==> config.mk <==
export PLATFORM = sky130hd
export DESIGN_NAME = cordic_iter_engine_flat
export DESIGN_NICKNAME = d
export VERILOG_FILES = /design/src/rtl/cordic_iter_engine_if.sv /design/src/rtl/cordic_iter_engine.sv /design/src/flat_wrapper.sv
export SDC_FILE = /design/constraint.sdc
export NUM_CORES = 1
export LEC_CHECK = 0
export CORE_MARGIN = 2
export CORE_UTILIZATION = 25
export DETAILED_ROUTE_END_ITERATION = 12
export PLACE_DENSITY = 0.46
export SLEW_MARGIN = 20
export SYNTH_ARGS = -nofsm -noshare
export SYNTH_HDL_FRONTEND = slang
export SYNTH_SLANG_ARGS = --single-unit
==> constraint.sdc <==
create_clock -name clk -period 13.7 [get_ports clk]
set_clock_uncertainty 0.15 [all_clocks]
set_input_delay 2.055 -clock clk [delete_from_list [all_inputs] [get_ports clk]]
set_output_delay 2.055 -clock clk [all_outputs]
set_load 0.05 [all_outputs]
==> src/rtl/cordic_iter_engine_if.sv <==
// cordic_iter_engine_if: operand/result handshake bundle for cordic_iter_engine.
//   In_valid/In_ready   operand handshake; Mode, X_in, Y_in, Z_in ride with it
//   Out_valid/Out_ready result handshake; X_out, Y_out, Z_out ride with it
// master = operand producer / result consumer, slave = the engine.
interface cordic_iter_engine_if #(parameter int WIDTH = 16);
  logic                    In_valid;
  logic                    In_ready;
  logic                    Mode;
  logic signed [WIDTH-1:0] X_in;
  logic signed [WIDTH-1:0] Y_in;
  logic signed [WIDTH-1:0] Z_in;
  logic                    Out_valid;
  logic                    Out_ready;
  logic signed [WIDTH-1:0] X_out;
  logic signed [WIDTH-1:0] Y_out;
  logic signed [WIDTH-1:0] Z_out;

  modport master (
    output In_valid, Mode, X_in, Y_in, Z_in, Out_ready,
    input  In_ready, Out_valid, X_out, Y_out, Z_out
  );

  modport slave (
    input  In_valid, Mode, X_in, Y_in, Z_in, Out_ready,
    output In_ready, Out_valid, X_out, Y_out, Z_out
  );
endinterface

==> src/rtl/cordic_iter_engine.sv <==
// cordic_iter_engine: iterative CORDIC, one micro-rotation per clock.
//   clk       rising-edge clock
//   rst       synchronous active-high reset
//   bus       cordic_iter_engine_if.slave (operand and result handshakes)
//   Sat_flag  sticky X/Y clamp indicator, only when CORDIC_SAT_FLAG_EN is defined
// Mode 0 = rotation (drive Z to 0), Mode 1 = vectoring (drive Y to 0).
// Angles: 2^(WIDTH-1) == pi. No gain compensation (K ~ 1.6468).
// Timing: accept edge, ITER step cycles, one transfer cycle, then Out_valid.
module cordic_iter_engine #(
  parameter int WIDTH = 16,
  parameter int ITER  = 16
) (
  input  logic clk,
  input  logic rst,
  cordic_iter_engine_if.slave bus
`ifdef CORDIC_SAT_FLAG_EN
  ,
  output logic Sat_flag
`endif
);

  typedef enum logic [1:0] {IDLE, RUN, DONE} state_t;

  state_t                  r_state;
  logic [4:0]              r_i;
  logic                    r_mode;
  logic signed [WIDTH-1:0] r_x, r_y, r_z;
  logic signed [WIDTH-1:0] r_xo, r_yo, r_zo;
  logic                    r_ov;
  logic                    r_ir;

  // atan(2^-i) with 2^31 == pi
  function automatic logic [31:0] atan_lut(input logic [3:0] idx);
    case (idx)
      4'd0:  atan_lut = 32'd536870912;
      4'd1:  atan_lut = 32'd316933406;
      4'd2:  atan_lut = 32'd167458907;
      4'd3:  atan_lut = 32'd85004756;
      4'd4:  atan_lut = 32'd42667331;
      4'd5:  atan_lut = 32'd21354465;
      4'd6:  atan_lut = 32'd10679838;
      4'd7:  atan_lut = 32'd5340245;
      4'd8:  atan_lut = 32'd2670163;
      4'd9:  atan_lut = 32'd1335087;
      4'd10: atan_lut = 32'd667544;
      4'd11: atan_lut = 32'd333772;
      4'd12: atan_lut = 32'd166886;
      4'd13: atan_lut = 32'd83443;
      4'd14: atan_lut = 32'd41722;
      default: atan_lut = 32'd20861;
    endcase
  endfunction

  // table entry rescaled to WIDTH bits by truncation
  function automatic logic signed [WIDTH-1:0] atan_w(input logic [3:0] idx);
    logic [31:0] t;
    t = atan_lut(idx) >> (32 - WIDTH);
    return t[WIDTH-1:0];
  endfunction

  function automatic logic signed [WIDTH-1:0] sat(input logic signed [WIDTH:0] v);
    if (v[WIDTH] != v[WIDTH-1])
      return v[WIDTH] ? {1'b1, {(WIDTH-1){1'b0}}} : {1'b0, {(WIDTH-1){1'b1}}};
    else
      return v[WIDTH-1:0];
  endfunction

  // direction: 1 means d = +1
  logic                    w_dpos;
  logic signed [WIDTH-1:0] w_xs, w_ys, w_at, w_zn;
  logic signed [WIDTH:0]   w_xe, w_ye, w_xse, w_yse, w_xw, w_yw;

  assign w_dpos = r_mode ? r_y[WIDTH-1] : ~r_z[WIDTH-1];
  assign w_xs   = r_x >>> r_i;
  assign w_ys   = r_y >>> r_i;
  assign w_xe   = {r_x[WIDTH-1], r_x};
  assign w_ye   = {r_y[WIDTH-1], r_y};
  assign w_xse  = {w_xs[WIDTH-1], w_xs};
  assign w_yse  = {w_ys[WIDTH-1], w_ys};
  assign w_xw   = w_dpos ? (w_xe - w_yse) : (w_xe + w_yse);
  assign w_yw   = w_dpos ? (w_ye + w_xse) : (w_ye - w_xse);
  assign w_at   = atan_w(r_i[3:0]);
  // Z wraps naturally at WIDTH bits
  assign w_zn   = w_dpos ? (r_z - w_at) : (r_z + w_at);

`ifdef CORDIC_SAT_FLAG_EN
  logic r_sat;
  logic w_ovf;
  assign w_ovf    = (w_xw[WIDTH] ^ w_xw[WIDTH-1]) | (w_yw[WIDTH] ^ w_yw[WIDTH-1]);
  assign Sat_flag = r_sat;
`endif

  always_ff @(posedge clk) begin
    if (rst) begin
      r_state <= IDLE;
      r_i     <= '0;
      r_mode  <= 1'b0;
      r_x     <= '0;
      r_y     <= '0;
      r_z     <= '0;
      r_xo    <= '0;
      r_yo    <= '0;
      r_zo    <= '0;
      r_ov    <= 1'b0;
      r_ir    <= 1'b1;
`ifdef CORDIC_SAT_FLAG_EN
      r_sat   <= 1'b0;
`endif
    end else begin
      case (r_state)
        IDLE: begin
          if (bus.In_valid && r_ir) begin
            r_x     <= bus.X_in;
            r_y     <= bus.Y_in;
            r_z     <= bus.Z_in;
            r_mode  <= bus.Mode;
            r_i     <= '0;
            r_ir    <= 1'b0;
            r_state <= RUN;
`ifdef CORDIC_SAT_FLAG_EN
            r_sat   <= 1'b0;
`endif
          end
        end
        RUN: begin
          if (r_i == 5'(ITER)) begin
            // transfer cycle: publish the final vector
            r_xo    <= r_x;
            r_yo    <= r_y;
            r_zo    <= r_z;
            r_ov    <= 1'b1;
            r_state <= DONE;
          end else begin
            r_x <= sat(w_xw);
            r_y <= sat(w_yw);
            r_z <= w_zn;
            r_i <= r_i + 5'd1;
`ifdef CORDIC_SAT_FLAG_EN
            r_sat <= r_sat | w_ovf;
`endif
          end
        end
        DONE: begin
          if (bus.Out_ready) begin
            r_ov    <= 1'b0;
            r_ir    <= 1'b1;
            r_state <= IDLE;
          end
        end
        default: r_state <= IDLE;
      endcase
    end
  end

  assign bus.In_ready  = r_ir;
  assign bus.Out_valid = r_ov;
  assign bus.X_out     = r_xo;
  assign bus.Y_out     = r_yo;
  assign bus.Z_out     = r_zo;

endmodule

==> src/flat_wrapper.sv <==
// flat-port wrapper written by rule: the top's interface ports become plain ports
module cordic_iter_engine_flat 
#(
  parameter int WIDTH = 16,
  parameter int ITER  = 16
)
  (clk, rst, bus_In_valid, bus_Mode, bus_X_in, bus_Y_in, bus_Z_in, bus_Out_ready, bus_In_ready, bus_Out_valid, bus_X_out, bus_Y_out, bus_Z_out);
  cordic_iter_engine_if #(.WIDTH(WIDTH)) bus_i ();
  input  logic clk;
  input  logic rst;
  input wire logic [$bits(bus_i.In_valid)-1:0] bus_In_valid;
  input wire logic [$bits(bus_i.Mode)-1:0] bus_Mode;
  input wire logic [$bits(bus_i.X_in)-1:0] bus_X_in;
  input wire logic [$bits(bus_i.Y_in)-1:0] bus_Y_in;
  input wire logic [$bits(bus_i.Z_in)-1:0] bus_Z_in;
  input wire logic [$bits(bus_i.Out_ready)-1:0] bus_Out_ready;
  output wire logic [$bits(bus_i.In_ready)-1:0] bus_In_ready;
  output wire logic [$bits(bus_i.Out_valid)-1:0] bus_Out_valid;
  output wire logic [$bits(bus_i.X_out)-1:0] bus_X_out;
  output wire logic [$bits(bus_i.Y_out)-1:0] bus_Y_out;
  output wire logic [$bits(bus_i.Z_out)-1:0] bus_Z_out;
  assign bus_i.In_valid = bus_In_valid;
  assign bus_i.Mode = bus_Mode;
  assign bus_i.X_in = bus_X_in;
  assign bus_i.Y_in = bus_Y_in;
  assign bus_i.Z_in = bus_Z_in;
  assign bus_i.Out_ready = bus_Out_ready;
  assign bus_In_ready = bus_i.In_ready;
  assign bus_Out_valid = bus_i.Out_valid;
  assign bus_X_out = bus_i.X_out;
  assign bus_Y_out = bus_i.Y_out;
  assign bus_Z_out = bus_i.Z_out;
  cordic_iter_engine #(.WIDTH(WIDTH), .ITER(ITER)) u_core (.clk(clk), .rst(rst), .bus(bus_i));
endmodule
# == Yosys cells after proc, flatten, opt, wreduce, memory -nomap -nowiden ==
# Memories as Yosys holds them, arrays and structs flattened. A register that Yosys moved wholly into a read port is not among the register bits.
# Cells that the tools add are included.
# totals
ff_bits,106
mem_bits_ro,480
inputBits,53
out_inout_bits,50
n_memories,1
# memory_table
memory,depth,word_bits,rd,rd_clocked_by_memory_dff,wr,line,text
(no name shown),16,30,1,1,0,cordic_iter_engine.sv:34,case (idx)
# classes
add_sub_neg,7
n_eq_ne,9
n_shift,2
n_mux,32
n_bitwise,1
reduce_logical,11
# op_table
cell,count
2-to-1 mux 16 bit,11
one-hot mux 16 bit (2 select lines),3
adder 16 x 16 -> 17 bit,2
2-to-1 mux 17 bit,2
subtractor 16 x 16 -> 17 bit,2
>>> shifter 16 x 5 -> 16 bit,2
adder 16 bit,1
subtractor 16 bit,1
AND reduction 3 bit,4
2-to-1 mux 5 bit,2
one-hot mux 5 bit (2 select lines),1
2-to-1 mux 4 bit,2
2-to-1 mux 2 bit,3
one-hot mux 2 bit (3 select lines),1
nonzero test 2 bit,3
"adder 5 x 1 -> 5 bit, second input constant",1
"== test 5 bit, second input constant",1
2-to-1 mux 1 bit,5
"!= test 2 x 1 -> 1 bit, second input constant",2
"!= test 2 bit, second input constant",2
one-hot mux 1 bit (2 select lines),2
AND reduction 2 bit,2
"== test 2 x 1 -> 1 bit, second input constant",1
"== test 2 bit, second input constant",1
4 further kinds,5

# == Depth between registers and ports, before layout ==
# logic_depth
depth_word,7
depth_mapped,29

# == Worst setup path after synthesis ==
# Ideal clock, no wire load.
# synth_timing
kind,reg-to-reg
startpoint,register u_core.r_i[1]
endpoint,register u_core.r_x[10]
setup_ps,87
arrival_ps,5843
t_required_ps,13463
setup_slack_ps,7620
path_stages_with_launch,29
synth_period_minus_slack_ps,6080
path_cell_list,dfxtp_1 > clkbuf_1 > buf_2 > buf_2 > buf_2 > buf_2 > mux4_2 > mux2_2 > a21oi_1 > nand2_1 > nand2_1 > ha_1 > nand2b_1 > or4_4 > a211o_1 > a32oi_1 > nor2_1 > a211oi_1 > ha_1 > and3_1 > a31oi_1 > nand2_1 > a31oi_1 > o21a_1 > o21ai_0 > xnor2_2 > a21oi_2 > buf_4 > a221oi_2
# synth_via
elab_chain_cells,7
# synth_lines
item,line,text
"start, declared",cordic_iter_engine.sv:25,logic [4:0] r_i;
"start signal, assigned",cordic_iter_engine.sv:137,r_i <= r_i + 5'd1;
>>> shifter 16 x 5 -> 16 bit,cordic_iter_engine.sv:75,assign w_ys = r_y >>> r_i;
adder 16 x 16 -> 17 bit or subtractor 16 x 16 -> 17 bit (tied branches),cordic_iter_engine.sv:80,assign w_xw = w_dpos ? (w_xe - w_yse) : (w_xe + w_yse);
2-to-1 mux 17 bit,cordic_iter_engine.sv:80,
2-to-1 mux 16 bit or != test 1 bit (tied branches),"cordic_iter_engine.sv:63, cordic_iter_engine.sv:62",
2-to-1 mux 16 bit,cordic_iter_engine.sv:62,if (v[WIDTH] != v[WIDTH-1])
2-to-1 mux 16 bit,cordic_iter_engine.sv:126,if (r_i == 5'(ITER)) begin
one-hot mux 16 bit (2 select lines),cordic_iter_engine.sv:110,case (r_state)
"end signal, assigned",cordic_iter_engine.sv:113,r_x <= bus.X_in;
"end signal, assigned",cordic_iter_engine.sv:134,r_x <= sat(w_xw);
"end, declared",cordic_iter_engine.sv:27,"logic signed [WIDTH-1:0] r_x, r_y, r_z;"
# Parallel ways exist; a longest one is shown, timed or not. The select of a mux whose other input is x is not followed.
# A chain may end at the register's enable or synchronous reset.

# == Worst setup path in the final report ==
# layout_timing
startpoint,register u_core.r_i[0]
endpoint,register u_core.r_y[5]
# layout_via
elab_chain_cells,7
# layout_lines
item,line,text
>>> shifter 16 x 5 -> 16 bit,cordic_iter_engine.sv:74,assign w_xs = r_x >>> r_i;
subtractor 16 x 16 -> 17 bit or adder 16 x 16 -> 17 bit (tied branches),cordic_iter_engine.sv:81,assign w_yw = w_dpos ? (w_ye + w_xse) : (w_ye - w_xse);
2-to-1 mux 17 bit,cordic_iter_engine.sv:81,
2-to-1 mux 16 bit or != test 1 bit (tied branches),"cordic_iter_engine.sv:63, cordic_iter_engine.sv:62",
2-to-1 mux 16 bit,cordic_iter_engine.sv:62,
2-to-1 mux 16 bit,cordic_iter_engine.sv:126,
one-hot mux 16 bit (2 select lines),cordic_iter_engine.sv:110,
"end signal, assigned",cordic_iter_engine.sv:114,r_y <= bus.Y_in;
"end signal, assigned",cordic_iter_engine.sv:135,r_y <= sat(w_yw);
"end, declared",cordic_iter_engine.sv:27,
# Parallel ways exist; a longest one is shown, timed or not. The select of a mux whose other input is x is not followed.

==> results.yml <==
layout:
  multiInputGateArea_um2: 7000
  seq_area_um2: 2400
  drive_above_1_share: 0.0933
  syn2layout_area_growth_pct: 20.9
  design_area_um2: 11900
  finalNetCount: 1450
  n_fill_cell: 4209
  n_antenna_cell: 0
drt:
  vias: 9699
  drt_iter0_markers: 606
  wl_per_cell_um: 18.8
  ant_nets: 0
  wirelength_um: 35100
  drc: 0
  firstDrtPassIters: 5
  drt-vias-per-instance: 5.19
floorplan:
  dieArea_um2: 40900
  initial_core_util: 0.254
  die_x_um: 202
  ioPinCount: 103
  die_h_um: 202
  core_area_um2: 38700
  num_rows: 72
worst_setup_path:
  crit_path_top_delay_cell: "nor2_1"
  rrSetupSlack_ns: 6.72
  worstPathMaxFanout: 44
  rr_startpoint: "u_core.r_i[0]"
  crit_type: "reg -> reg"
  critPathLaunchType: "flop"
  reg2reg_to: "u_core.r_y[5]"
  endpoint_kind: "flop"
  cp_slowest_stage_delay_ns: 0.75
  required_ns: 13.82
  r2r.worst_path.cells: 23
  cp.arrival_ns: 7.09
  crit_path_cell_trace: "buf_4 -> mux2_1 -> mux2_2 -> a21boi_0 -> nand2_1 -> a31oi_1 -> ha_1 -> nor4b_1 -> nand2_1 -> nor2_1 -> nor2_1 -> xor2_1 -> ha_1 -> nand2_1 -> o21ai_0 -> a22o_1 -> a31oi_1 -> a21oi_1 -> xnor2_1 -> o22a_1 -> mux2i_1 -> nor2_1 -> a221oi_1"
global_routing:
  grt_antenna_before_repair: 0
  grt.overflow.total: 0
  grt_pass1_vias: 9598
  grt_max_degree: 65
  grt_pass1_wl_um: 54900
  grtUsageTotal: 0.172
timing:
  fin_setup_tns_ns: 0
  max_freq_ghz: 0.143
  worst_slew_pin_slew_ns: 1.11
  rsz0062_at_grt: "false"
  setup_violations: 0
  fin_crit_sh: 0.509
  hold_violations: 0
  setup_ws_ns: 6.72
  slew_violations: 0
  fin_crit_ns: 6.98
  relSlewSlack: 0.257
pwr:
  powerDensity_nw_per_um2: 154
  ir_drop_uv: 64.3
  p_leak_nw: 4.45
logic_synthesis:
  async_reset_ff_frac: 0
  synth_cells: 1277
  synth_top_flop_cell: "dfxtp_1"
  ys_ff_latch: 120
  synthesis.area_um2: 9840
  synth_nets: 1390
  seq_area_frac_synth: 0.244
  ys_warn_count: 0
  ys_types: 77
  syn_area_per_cell_um2: 7.70
  synth_edf_count: 0
clock_network:
  worstSkewPairLatency_ns: 0.45
  clkSinkCount: 120
  post_cts_buffers: 0
  cts_tree: "yes"
  ctsHtreeMaxLevel: 4
  cts-resized-gates: 0
  cts_hold_buffers: 0
  cts.clk_slew.worst_paths_ns: 0.06
  cts_buffers: 17
  cts-root-buf: "clkbuf_16"
  clock_path_buffers: 2
worst_hold_path:
  hold-path-endpoint: "u_core.bus.Y_out[5]"
  min_path_type: "reg -> reg"
  hold_path.startpoint: "u_core.bus.Y_out[5]"
  hold_depth: 2
placement:
  dp_hpwl_um: 25700
  dpl-instance-area_um2: 11300
  port_buffers: 102
  dp_slack_ns: 6.69
  gp_congestion: 0.901
outcome:
  outcome: "finished clean"
run:
  maxCapViolCount: 0
==> through the flow <==
| stage | hold WS [ns] | power [W] | cells | util |
|---|---|---|---|---|
| after floorplan | 0.282 | 0.00116 | 1277 | - |
| after global placement | 0.291 | 0.00140 | 1835 | 0.293 |
| after detailed placement | 0.296 | 0.00141 | 1836 | 0.293 |
| after CTS | 0.304 | 0.00185 | 1868 | 0.307 |
| after global routing | 0.318 | 0.00198 | 1868 | 0.307 |
| final | 0.301 | 0.00184 | 1868 | 0.307 |
==> registers in the layout, summed over array words and instances (netlist names) <==
register              flops
u_core.r_i                5
u_core.r_x               16
u_core.bus.Z_out         16
u_core.bus.Out_valid      1
u_core.r_mode             1
u_core.w_at              14
u_core.bus.Y_out         16
u_core.bus.X_out         16
u_core.r_state            2
u_core.r_y               16
u_core.bus.In_ready       1
u_core.r_z               16
==> cell type report <==
type | instances | area share
clock buffer | 17 | 0.0358
clock inverter | 15 | 0.00978
inverter | 37 | 0.0117
tap | 518 | 0.0545
multi-input combinational | 1040 | 0.588
timing repair buffer | 121 | 0.0976
sequential | 120 | 0.202
==> cells by family (layout without fill, tap and decap cells) <==
family,Yosys count,in the layout,synth area share
xor+xnor,85,85,0.0764
mux,52,52,0.0911
compound gates,384,384,0.257
buf+inv,117,190,0.0474
flops,120,120,0.244
fa+ha+maj,61,61,0.0796
simple gates,458,458,0.204
==> cell usage after synthesis (8+ instances only) <==
master | count | area [um2]
dfxtp_1 | 120 | 2400
o211ai_1 | 12 | 90.1
nor2_1 | 94 | 353
mux2_2 | 9 | 101
nor2b_1 | 13 | 81.3
o21ai_0 | 80 | 400
mux4_2 | 29 | 653
nand2b_1 | 16 | 100
xnor2_1 | 51 | 447
a221oi_2 | 11 | 165
nand3_1 | 15 | 75.1
mux2i_1 | 13 | 130
a221oi_1 | 18 | 158
inv_1 | 35 | 131
a211oi_1 | 10 | 75.1
o21ai_1 | 9 | 45.0
clkbuf_1 | 62 | 233
a21oi_1 | 123 | 616
nand2_1 | 246 | 923
o21a_1 | 8 | 60.1
or3_1 | 10 | 62.6
nor3_1 | 21 | 105
xor2_1 | 33 | 289
a31oi_1 | 14 | 87.6
o31ai_1 | 8 | 60.1
and3_1 | 8 | 50.1
a311oi_1 | 9 | 78.8
and2_1 | 8 | 50.1
ha_1 | 57 | 713
a21o_1 | 17 | 128
==> how the worst max path moves through the flow <==
stage                       start        endpoint  slack (ns)  cells past startpoint
floorplan           u_core.r_i[1]  u_core.r_x[10]        7.62                     28
global placement    u_core.r_i[0]   u_core.r_x[3]        6.68                     23
detailed placement  u_core.r_i[0]   u_core.r_x[3]        6.69                     23
CTS                 u_core.r_i[0]   u_core.r_x[3]        6.68                     23
global route        u_core.r_i[0]   u_core.r_x[3]        6.07                     23
finish              u_core.r_i[0]   u_core.r_y[5]        6.72                     23
==> where the power goes <==
group | total [W] | internal (W) | switching, W
Clock | 0.000429 | 0.000234 | 0.000194
Combinational | 0.000972 | 0.000409 | 0.000563
Sequential | 0.000436 | 0.000377 | 0.0000588
==> metal layers <==
metal	track usage	vias up	share of wire
li1	-	4738	-
met1	0.222	4657	0.45
met2	0.289	258	0.48
met3	0.0292	46	0.049
met4	0.0587	0	0.024
met5	0	-	0
==> layout by cell type, fill, tap and decap left out, types with 11 or more instances in the layout <==
cell,synthesis,final
mux2i_1,13,13
a21o_1,17,17
a221oi_1,18,18
a221oi_2,11,11
nand2_1,246,245
dfxtp_1,120,118
clkdlybuf4s50_1,0,101
nor3_1,21,21
a21oi_1,123,122
clkbuf_16,0,17
mux4_2,29,29
a31oi_1,14,14
xnor2_1,51,51
xor2_1,33,33
buf_4,5,20
o211ai_1,12,12
nor2_1,94,93
nor2b_1,13,12
ha_1,57,57
nand2b_1,16,15
inv_1,35,35
nand3_1,15,15
o21ai_0,80,80
==> critical path, delay by kind of cell, from the launching register on <==
family          cells  cell delay [ns]
mux                 3             0.88
flops               1             0.31
compound gates      8             2.07
fa+ha+maj           2             0.57
simple gates        7             1.86
buf+inv             1             0.53
xor+xnor            2             0.37
(Power assumes the default switching activity.)
